--- config.mk ---
export PLATFORM = sky130hd
export DESIGN_NAME = videogen_timing_ext_flat
export DESIGN_NICKNAME = d
export VERILOG_FILES = /design/src/rtl/videogen_timing_ext_if.sv /design/src/rtl/videogen_timing_ext.sv /design/src/flat_wrapper.sv
export SDC_FILE = /design/constraint.sdc
export NUM_CORES = 1
export LEC_CHECK = 0
export CORE_ASPECT_RATIO = 0.8
export CORE_MARGIN = 2
export CORE_UTILIZATION = 40
export DETAILED_ROUTE_END_ITERATION = 10
export PLACE_DENSITY_LB_ADDON = 0.12
export SYNTH_ARGS = -nofsm -noshare
export SYNTH_HDL_FRONTEND = slang
export SYNTH_SLANG_ARGS = --single-unit
--- constraint.sdc ---
create_clock -name pclk -period 3.6 [get_ports pclk]
set_input_delay 0.54 -clock pclk [delete_from_list [all_inputs] [get_ports pclk]]
set_output_delay 0.54 -clock pclk [all_outputs]
set_load 0.02 [all_outputs]
--- src/rtl/videogen_timing_ext_if.sv ---
// Video test-pattern bus: run controls in, registered pixel/sync stream out.
// The generator takes the master modport; the downstream consumer takes slave.
interface videogen_timing_ext_if #(
   parameter int COLOR_BITS = 8
);
   logic                      enable;
   logic [1:0]                mode;
   logic [3*COLOR_BITS-1:0]   solid_rgb;
   logic [COLOR_BITS-1:0]     R_out;
   logic [COLOR_BITS-1:0]     G_out;
   logic [COLOR_BITS-1:0]     B_out;
   logic                      HSYNC_out;
   logic                      VSYNC_out;
   logic                      DE_out;
   logic                      frame_start;

   modport master (
      input  enable, mode, solid_rgb,
      output R_out, G_out, B_out, HSYNC_out, VSYNC_out, DE_out, frame_start
   );

   modport slave (
      output enable, mode, solid_rgb,
      input  R_out, G_out, B_out, HSYNC_out, VSYNC_out, DE_out, frame_start
   );
endinterface

--- src/rtl/videogen_timing_ext.sv ---
// Self-timed test-pattern generator: own H/V counters, four selectable patterns,
// all outputs registered once against the same counter state.
module videogen_timing_ext #(
   parameter int COLOR_BITS  = 8,
   parameter int H_SYNCLEN   = 62,
   parameter int H_BACKPORCH = 60,
   parameter int H_ACTIVE    = 720,
   parameter int H_TOTAL     = 858,
   parameter int V_SYNCLEN   = 6,
   parameter int V_BACKPORCH = 30,
   parameter int V_ACTIVE    = 480,
   parameter int V_TOTAL     = 525,
   parameter bit HSYNC_POL   = 1'b0,
   parameter bit VSYNC_POL   = 1'b0,
   parameter int RAMP_SHIFT  = 1,
   parameter int BAR_WIDTH   = 90,
   parameter int GRID_LOG2   = 4
) (
   input logic                  pclk,
   input logic                  reset_n,
   videogen_timing_ext_if.master vif
);
   // Widths leave room for the exclusive end-of-active bounds.
   localparam int HW = $clog2(H_TOTAL + 1);
   localparam int VW = $clog2(V_TOTAL + 1);
   localparam int BW = $clog2(BAR_WIDTH + 1);

   localparam logic [HW-1:0] H_LAST = HW'(H_TOTAL - 1);
   localparam logic [HW-1:0] H_SYNC = HW'(H_SYNCLEN);
   localparam logic [HW-1:0] H_BEG  = HW'(H_SYNCLEN + H_BACKPORCH);
   localparam logic [HW-1:0] H_PRE  = HW'(H_SYNCLEN + H_BACKPORCH - 1);
   localparam logic [HW-1:0] H_END  = HW'(H_SYNCLEN + H_BACKPORCH + H_ACTIVE);
   localparam logic [HW-1:0] X_LAST = HW'(H_ACTIVE - 1);
   localparam logic [VW-1:0] V_LAST = VW'(V_TOTAL - 1);
   localparam logic [VW-1:0] V_SYNC = VW'(V_SYNCLEN);
   localparam logic [VW-1:0] V_BEG  = VW'(V_SYNCLEN + V_BACKPORCH);
   localparam logic [VW-1:0] V_END  = VW'(V_SYNCLEN + V_BACKPORCH + V_ACTIVE);
   localparam logic [VW-1:0] Y_LAST = VW'(V_ACTIVE - 1);
   localparam logic [BW-1:0] B_LAST = BW'(BAR_WIDTH - 1);

   logic [HW-1:0]             h_cnt;
   logic [VW-1:0]             v_cnt;
   logic [1:0]                mode_r;
   logic [3*COLOR_BITS-1:0]   solid_r;
   logic [BW-1:0]             bar_cnt;
   logic [2:0]                bar_idx;

   logic                      origin, h_act, v_act, act, grid;
   logic [HW-1:0]             x;
   logic [VW-1:0]             y;
   logic [COLOR_BITS-1:0]     ramp;
   logic [3*COLOR_BITS-1:0]   px;

   always_comb begin
      origin = (h_cnt == '0) && (v_cnt == '0);
      h_act  = (h_cnt >= H_BEG) && (h_cnt < H_END);
      v_act  = (v_cnt >= V_BEG) && (v_cnt < V_END);
      act    = h_act && v_act;
      x      = h_cnt - H_BEG;
      y      = v_cnt - V_BEG;
      ramp   = COLOR_BITS'(x >> RAMP_SHIFT);
      grid   = (x[GRID_LOG2-1:0] == '0) || (y[GRID_LOG2-1:0] == '0) ||
               (x == X_LAST) || (y == Y_LAST);
      px     = '0;
      if (act) begin
         case (mode_r)
            2'd0:    px = {3{ramp}};
            // Bar order white..black maps to R=~idx[1], G=~idx[2], B=~idx[0].
            2'd1:    px = {{COLOR_BITS{~bar_idx[1]}}, {COLOR_BITS{~bar_idx[2]}},
                           {COLOR_BITS{~bar_idx[0]}}};
            2'd2:    px = solid_r;
            default: px = grid ? {3*COLOR_BITS{1'b1}} : '0;
         endcase
      end
   end

   always_ff @(posedge pclk or negedge reset_n) begin
      if (!reset_n) begin
         h_cnt           <= '0;
         v_cnt           <= '0;
         mode_r          <= '0;
         solid_r         <= '0;
         bar_cnt         <= '0;
         bar_idx         <= '0;
         vif.R_out       <= '0;
         vif.G_out       <= '0;
         vif.B_out       <= '0;
         vif.HSYNC_out   <= ~HSYNC_POL;
         vif.VSYNC_out   <= ~VSYNC_POL;
         vif.DE_out      <= 1'b0;
         vif.frame_start <= 1'b0;
      end else if (!vif.enable) begin
         h_cnt           <= '0;
         v_cnt           <= '0;
         bar_cnt         <= '0;
         bar_idx         <= '0;
         vif.R_out       <= '0;
         vif.G_out       <= '0;
         vif.B_out       <= '0;
         vif.HSYNC_out   <= ~HSYNC_POL;
         vif.VSYNC_out   <= ~VSYNC_POL;
         vif.DE_out      <= 1'b0;
         vif.frame_start <= 1'b0;
      end else begin
         if (h_cnt == H_LAST) begin
            h_cnt <= '0;
            v_cnt <= (v_cnt == V_LAST) ? '0 : v_cnt + VW'(1);
         end else begin
            h_cnt <= h_cnt + HW'(1);
         end

         // Pattern controls only move at the frame origin so a frame never tears.
         if (origin) begin
            mode_r  <= vif.mode;
            solid_r <= vif.solid_rgb;
         end

         // Bar state is cleared one pixel early so it reads 0 while x=0 is shown.
         if (h_cnt == H_PRE) begin
            bar_cnt <= '0;
            bar_idx <= '0;
         end else if (h_act) begin
            if (bar_cnt == B_LAST) begin
               bar_cnt <= '0;
               if (bar_idx != 3'd7) bar_idx <= bar_idx + 3'd1;
            end else begin
               bar_cnt <= bar_cnt + BW'(1);
            end
         end

         {vif.R_out, vif.G_out, vif.B_out} <= px;
         vif.HSYNC_out   <= (h_cnt < H_SYNC) ? HSYNC_POL : ~HSYNC_POL;
         vif.VSYNC_out   <= (v_cnt < V_SYNC) ? VSYNC_POL : ~VSYNC_POL;
         vif.DE_out      <= act;
         vif.frame_start <= origin;
      end
   end
endmodule

--- src/flat_wrapper.sv ---
// flat-port wrapper written by rule: the top's interface ports become plain ports
module videogen_timing_ext_flat 
#(
   parameter int COLOR_BITS  = 8,
   parameter int H_SYNCLEN   = 62,
   parameter int H_BACKPORCH = 60,
   parameter int H_ACTIVE    = 720,
   parameter int H_TOTAL     = 858,
   parameter int V_SYNCLEN   = 6,
   parameter int V_BACKPORCH = 30,
   parameter int V_ACTIVE    = 480,
   parameter int V_TOTAL     = 525,
   parameter bit HSYNC_POL   = 1'b0,
   parameter bit VSYNC_POL   = 1'b0,
   parameter int RAMP_SHIFT  = 1,
   parameter int BAR_WIDTH   = 90,
   parameter int GRID_LOG2   = 4
)
  (pclk, reset_n, vif_enable, vif_mode, vif_solid_rgb, vif_R_out, vif_G_out, vif_B_out, vif_HSYNC_out, vif_VSYNC_out, vif_DE_out, vif_frame_start);
  videogen_timing_ext_if #(.COLOR_BITS(COLOR_BITS)) vif_i ();
  input logic pclk;
  input logic reset_n;
  input wire logic [$bits(vif_i.enable)-1:0] vif_enable;
  input wire logic [$bits(vif_i.mode)-1:0] vif_mode;
  input wire logic [$bits(vif_i.solid_rgb)-1:0] vif_solid_rgb;
  output wire logic [$bits(vif_i.R_out)-1:0] vif_R_out;
  output wire logic [$bits(vif_i.G_out)-1:0] vif_G_out;
  output wire logic [$bits(vif_i.B_out)-1:0] vif_B_out;
  output wire logic [$bits(vif_i.HSYNC_out)-1:0] vif_HSYNC_out;
  output wire logic [$bits(vif_i.VSYNC_out)-1:0] vif_VSYNC_out;
  output wire logic [$bits(vif_i.DE_out)-1:0] vif_DE_out;
  output wire logic [$bits(vif_i.frame_start)-1:0] vif_frame_start;
  assign vif_i.enable = vif_enable;
  assign vif_i.mode = vif_mode;
  assign vif_i.solid_rgb = vif_solid_rgb;
  assign vif_R_out = vif_i.R_out;
  assign vif_G_out = vif_i.G_out;
  assign vif_B_out = vif_i.B_out;
  assign vif_HSYNC_out = vif_i.HSYNC_out;
  assign vif_VSYNC_out = vif_i.VSYNC_out;
  assign vif_DE_out = vif_i.DE_out;
  assign vif_frame_start = vif_i.frame_start;
  videogen_timing_ext #(.COLOR_BITS(COLOR_BITS), .H_SYNCLEN(H_SYNCLEN), .H_BACKPORCH(H_BACKPORCH), .H_ACTIVE(H_ACTIVE), .H_TOTAL(H_TOTAL), .V_SYNCLEN(V_SYNCLEN), .V_BACKPORCH(V_BACKPORCH), .V_ACTIVE(V_ACTIVE), .V_TOTAL(V_TOTAL), .HSYNC_POL(HSYNC_POL), .VSYNC_POL(VSYNC_POL), .RAMP_SHIFT(RAMP_SHIFT), .BAR_WIDTH(BAR_WIDTH), .GRID_LOG2(GRID_LOG2)) u_core (.pclk(pclk), .reset_n(reset_n), .vif(vif_i));
endmodule
Word-level counts from Yosys, hierarchy flattened
Cells that the tools add are included.
{"block": "word_totals", "output_inout_bits": 28, "regBits": 84, "wordCells": 81, "input_bits": 29}
{"block": "classes", "n_lt_le_gt_ge": 6, "reduce_logical": 14, "bitwise_logic": 3, "n_addsub": 6, "mux": 26, "eq_ne": 13}
{"op": "$pmux W24 S3", "n": 1}
{"op": "$mux W10", "n": 5}
{"op": "$mux W24", "n": 2}
{"op": "$eq A10 B10 Y1 const B", "n": 3}
{"op": "$mux W7", "n": 4}
{"op": "$mux W8", "n": 3}
{"op": "$add A10 B1 Y10 const B", "n": 2}
{"op": "$logic_not A10 Y1", "n": 2}
{"op": "$lt A10 B10 Y1 const B", "n": 2}
{"op": "$mux W3", "n": 5}
{"op": "$eq A10 B7 Y1 const B", "n": 1}
{"op": "$eq A10 B9 Y1 const B", "n": 1}
{"op": "$ge A10 B6 Y1 const B", "n": 1}
{"op": "$ge A10 B7 Y1 const B", "n": 1}
{"op": "$lt A10 B3 Y1 const B", "n": 1}
{"op": "$lt A10 B6 Y1 const B", "n": 1}
{"op": "$sub A10 B6 Y10 const B", "n": 1}
{"op": "$sub A10 B7 Y10 const B", "n": 1}
{"op": "$ne A3 B1 Y1 const B", "n": 3}
{"op": "$logic_not A4 Y1", "n": 2}
{"op": "$add A7 B1 Y7 const B", "n": 1}
{"op": "$eq A7 B7 Y1 const B", "n": 1}
{"op": "$mux W1", "n": 6}
{"op": "$logic_and A1 B1 Y1", "n": 4}
{"op": "other kinds (10)", "n": 14}

Depth between registers and ports, before layout
{"block": "logic_depth", "word_depth": 9, "depth_mapped": 10, "depth_no_buf": 7}

Worst setup path before layout
OpenSTA, ideal clock, no wires.
{"block": "synth_timing", "path_type": "reg2reg", "from": "register u_core.h_cnt[2]", "to": "register u_core.vif.B_out[0]", "required_time_ns": 3.493, "path_slack_ns": 1.021, "stages_incl_launch_ff": 11, "arrival_ns": 2.473, "setup_ns": 0.107, "period_less_slack_ns": 2.579, "n_path_buf": 3, "cell_sequence": "dfrtp_1 clkbuf_1 inv_1 ha_1 clkbuf_1 nor4bb_1 o21bai_1 a2111oi_0 a311oi_1 buf_2 a2111oi_4"}
{"block": "synth_between", "elab_chain_cells": 9, "word_cells_on_any_way": 14, "cone_classes": "add/sub: 1; order compare: 2; eq/ne: 1; mux: 4; reduce/logical: 6"}
{"item": "start: declaration", "line": "videogen_timing_ext.sv:41", "rtl": "logic [HW-1:0] h_cnt;"}
{"item": "start signal: assignment", "line": "videogen_timing_ext.sv:109", "rtl": "h_cnt <= h_cnt + HW'(1);"}
{"item": "parallel branches: the longest is 7 deep, another holds $sub A10 B7 Y10"}
{"item": "$mux W24 (*)", "line": "videogen_timing_ext.sv:65", "rtl": "if (act) begin"}
{"item": "$mux W8 (*)", "line": "videogen_timing_ext.sv:92", "rtl": "end else if (!vif.enable) begin"}
{"item": "end signal: assignment", "line": "videogen_timing_ext.sv:131", "rtl": "{vif.R_out, vif.G_out, vif.B_out} <= px;"}
{"item": "end: declaration", "line": "videogen_timing_ext_if.sv:19", "rtl": "output R_out, G_out, B_out, HSYNC_out, VSYNC_out, DE_out, frame_start"}
Mark *: on every way between the ends.
A chain may end at the register's enable or synchronous reset.

Worst setup path after layout
{"block": "layout_timing", "from": "register u_core.h_cnt[2]", "to": "register u_core.vif.G_out[1]"}
{"block": "layout_between", "elab_chain_cells": 9, "word_cells_on_any_way": 14, "cone_classes": "add/sub: 1; order compare: 2; eq/ne: 1; mux: 4; reduce/logical: 6"}
{"item": "parallel branches: the longest is 7 deep, another holds $sub A10 B7 Y10"}
{"item": "$mux W24 (*)", "line": "videogen_timing_ext.sv:65"}
{"item": "$mux W8 (*)", "line": "videogen_timing_ext.sv:92"}
{"item": "end signal: assignment", "line": "videogen_timing_ext.sv:131"}
{"item": "end: declaration", "line": "videogen_timing_ext_if.sv:19"}
Marks and branches as above.

==> flow_summary.yaml <==
timing:
  relSlewSlack_pct: 20.12
  finalSetupTns_ps: 0
  setup_slack_ps: 416.6
  worst_pin_slew_ps: 1198
  slew_viol_final: 0
  final-setup-viol-count: 0
  skew_ps: 7.436
  finalCriticalPeriod_ps: 3183
  period_share_pct: 88.43
  fmax_mhz: 314.1
  hold_viol_final: 0
  hold_ws_ps: 372.7
  rsz0062_at_grt: "false"
pwr:
  irDropWorstVdd_uv: 268.6
  p_leak_nw: 2.162
  power_density_mw_per_mm2: 447.4
  total_power_mw: 2.412
synth:
  synth_top_family_by_area: "simple AND/OR/NAND/NOR gates"
  synth-seq-cells: 84
  synth_top_area_cell: "dfrtp_1"
  synth_area_sq_mm: 0.004436
  synthXorXnorAreaFrac_pct: 2.962
  yosys.area_share.simple_pct: 18.00
  yosysMostFrequentCell: "dfrtp_1"
  synth_top_flop_cell: "dfrtp_1"
  synth_top_area_share_pct: 46.26
  synth-compound-area-share_pct: 15.97
  syn_area_per_cell_sq_um: 10.15
  synth_area_leaders: "dfrtp_1, mux2_2, nand2_1, ha_1, nor2_1"
  synth_cell_types: 59
  synth-edff-count: 0
  muxShareOfSynthArea_pct: 7.278
  ys_top_cells_by_count: "dfrtp_1, nand2_1, nor2_1, mux2_2, o21ai_0"
  synthesis.nets: 479
  synth_cells: 437
  async_flop_share_pct: 100.0
  yosys.area_share.adder_pct: 3.667
  ys_seq_area_share_pct: 47.45
  yosys_warnings: 0
floorplan:
  fp.dieH_microns: 98.19
  dieWidth_microns: 121.7
  ios: 57
  core_sq_mm: 0.01085
  placementRows: 34
  die_area_sq_mm: 0.01195
  initial_core_util_pct: 40.89
grt:
  grt_pass1_vias: 3336
  grt_start_max_net_pins: 85
  grt_pass1_wl_microns: 17520
  track_usage_pct: 18.66
  gr-total-overflow: 0
  antenna_found_initial: 0
place:
  place.gp.congestion: 0.9045
  portBuffers: 56
  dp_hpwl_microns: 7356
  preCtsSetupSlack_ps: 281.6
route:
  drc: 0
  drt_first_pass_iters: 5
  vias_per_cell: 5.502
  wire_per_inst_microns: 16.65
  drt_wl_total_microns: 10450
  drtIter0Drc: 264
  vias: 3455
  ant_nets: 0
clock_network:
  hold_buffers: 0
  cts_root_buffer: "clkbuf_16"
  post_cts_buffers: 0
  cts_num_sinks: 84
  cts_made_buffers: 9
  cts_buffer_depth: 2
  cts_tree: "yes"
  ctsHtreeMaxLevel: 3
  clkTransAtPathRegs_ps: 60
  clock_latency_ps: 340
layout:
  nNetsFinal: 521
  drive_above_1_share_pct: 13.22
  nFillCells: 1045
  multi_input_area_sq_mm: 0.002142
  register_area_sq_mm: 0.002105
  syn2layout_area_growth_pct: 21.58
  diodes: 0
setup_path:
  worst_path_max_delay_cell: "or4b_2"
  critPathArrivalTime_ps: 3360
  crit_chain: "inv_1 > ha_1 > or4b_2 > o32a_1 > o311ai_1 > a311oi_4 > a2111oi_0"
  rr_startpoint: "u_core.h_cnt[2]"
  cp-end-kind: "flip-flop"
  worst-setup-path-type: "reg2reg"
  critPathMaxFanout: 24
  start_kind: "flip-flop"
  required_ps: 3780
  startpoint: "u_core.h_cnt[2]"
  slowest_delay_ps: 620
job:
  max_cap_violations: 0
run_status:
  outcome: "completed"
worst_hold_path:
  hold_class: "in2async"
layout by cell type (no fill, tap or decap), types with 3 or more instances in the layout:
cell type        count
a2111oi_0            4
a21oi_1             16
a311oi_1            13
buf_4                7
clkbuf_16            9
clkdlybuf4s50_1     55
dfrtp_1             82
ha_1                13
inv_1               16
mux2_2              26
mux2i_1              3
nand2_1             45
nand2b_1             5
nand3_1             13
nand4_1              8
nor2_1              36
nor2b_1              5
nor3_1              12
nor4_1               3
o211ai_1             3
o21ai_0             22
o311a_1              3
o31a_1               3
o31ai_1              5
or3_1                8
or4_1                4
xnor2_1              7
xor2_1               8
metrics by stage:
| step | instance area, sq um | utilization (%) | cells |
|---|---|---|---|
| global route | 5393 | 49.71 | 628 |
| detailed placement | 5089 | 46.91 | 612 |
| floorplan | 4436 | - | 437 |
| finish | 5393 | 49.71 | 628 |
| CTS | 5391 | 49.70 | 628 |
| global placement | 5089 | 46.91 | 612 |
cells by family after synthesis:
| kind of cell | after synthesis |
|---|---|
| buffers and inverters | 47 |
| adders and majority gates | 13 |
| AOI/OAI and AO/OA | 93 |
| DFF | 84 |
| muxes | 29 |
| xor gates and xnor gates | 15 |
| and+or+nand+nor | 156 |
metal layers:
layer / up-vias / share of wire [%] / global-route usage [%]
li1: 1679 / - / -
met3: 10 / 4.5 / 4.439
met4: 0 / 1.0 / 4.686
met2: 79 / 44 / 26.53
met5: - / 0 / 0
met1: 1687 / 51 / 28.50
worst paths after layout:
check,endpoint,slack [ps],cells past startpoint
worst min register to register,u_core.solid_r[23],510,1
min in group pclk,u_core.solid_r[23],510,1
worst min-delay path,u_core.bar_cnt[1],370,1
worst max-delay path,u_core.vif.G_out[1],420,7
max in group asynchronous,u_core.h_cnt[1],2520,1
worst max register to register,u_core.vif.G_out[1],420,7
where the power goes:
group / internal, mW / switching [mW]
registers: 1.03 / 0.0673
logic: 0.172 / 0.225
clock network: 0.554 / 0.367
state kept, by name (all words and copies together) (netlist names):
name                    flops
u_core.vif.G_out            8
u_core.solid_r             24
u_core.bar_idx              3
u_core.mode_r               2
u_core.vif.VSYNC_out        1
u_core.vif.frame_start      1
u_core.vif.B_out            8
u_core.bar_cnt              7
u_core.vif.DE_out           1
u_core.h_cnt               10
u_core.vif.HSYNC_out        1
u_core.vif.R_out            8
u_core.v_cnt               10
area by class of cell:
cell class | instances | share of cell area (%)
well taps | 144 | 3.341
multi-input cells | 306 | 39.72
clock buffers | 10 | 4.432
clock inverters | 6 | 1.183
repair buffers | 62 | 11.18
inverters | 16 | 1.114
flip-flops and latches | 84 | 39.03
critical path, delay by kind of cell (launching register included):
| kind | cells | cell delay [ps] |
|---|---|---|
| and+or+nand+nor | 1 | 620 |
| buffers and inverters | 1 | 170 |
| DFF | 1 | 490 |
| adders and majority gates | 1 | 400 |
| AOI/OAI and AO/OA | 4 | 1340 |
what timing repair did:
item / 4_1_cts / 5_1_grt
gates resized for setup: 0 / 1
endpoints found under the setup margin: 0 / 2
endpoints found under the hold margin: 0 / 0
No activity file was read; power rests on OpenSTA's default activity.
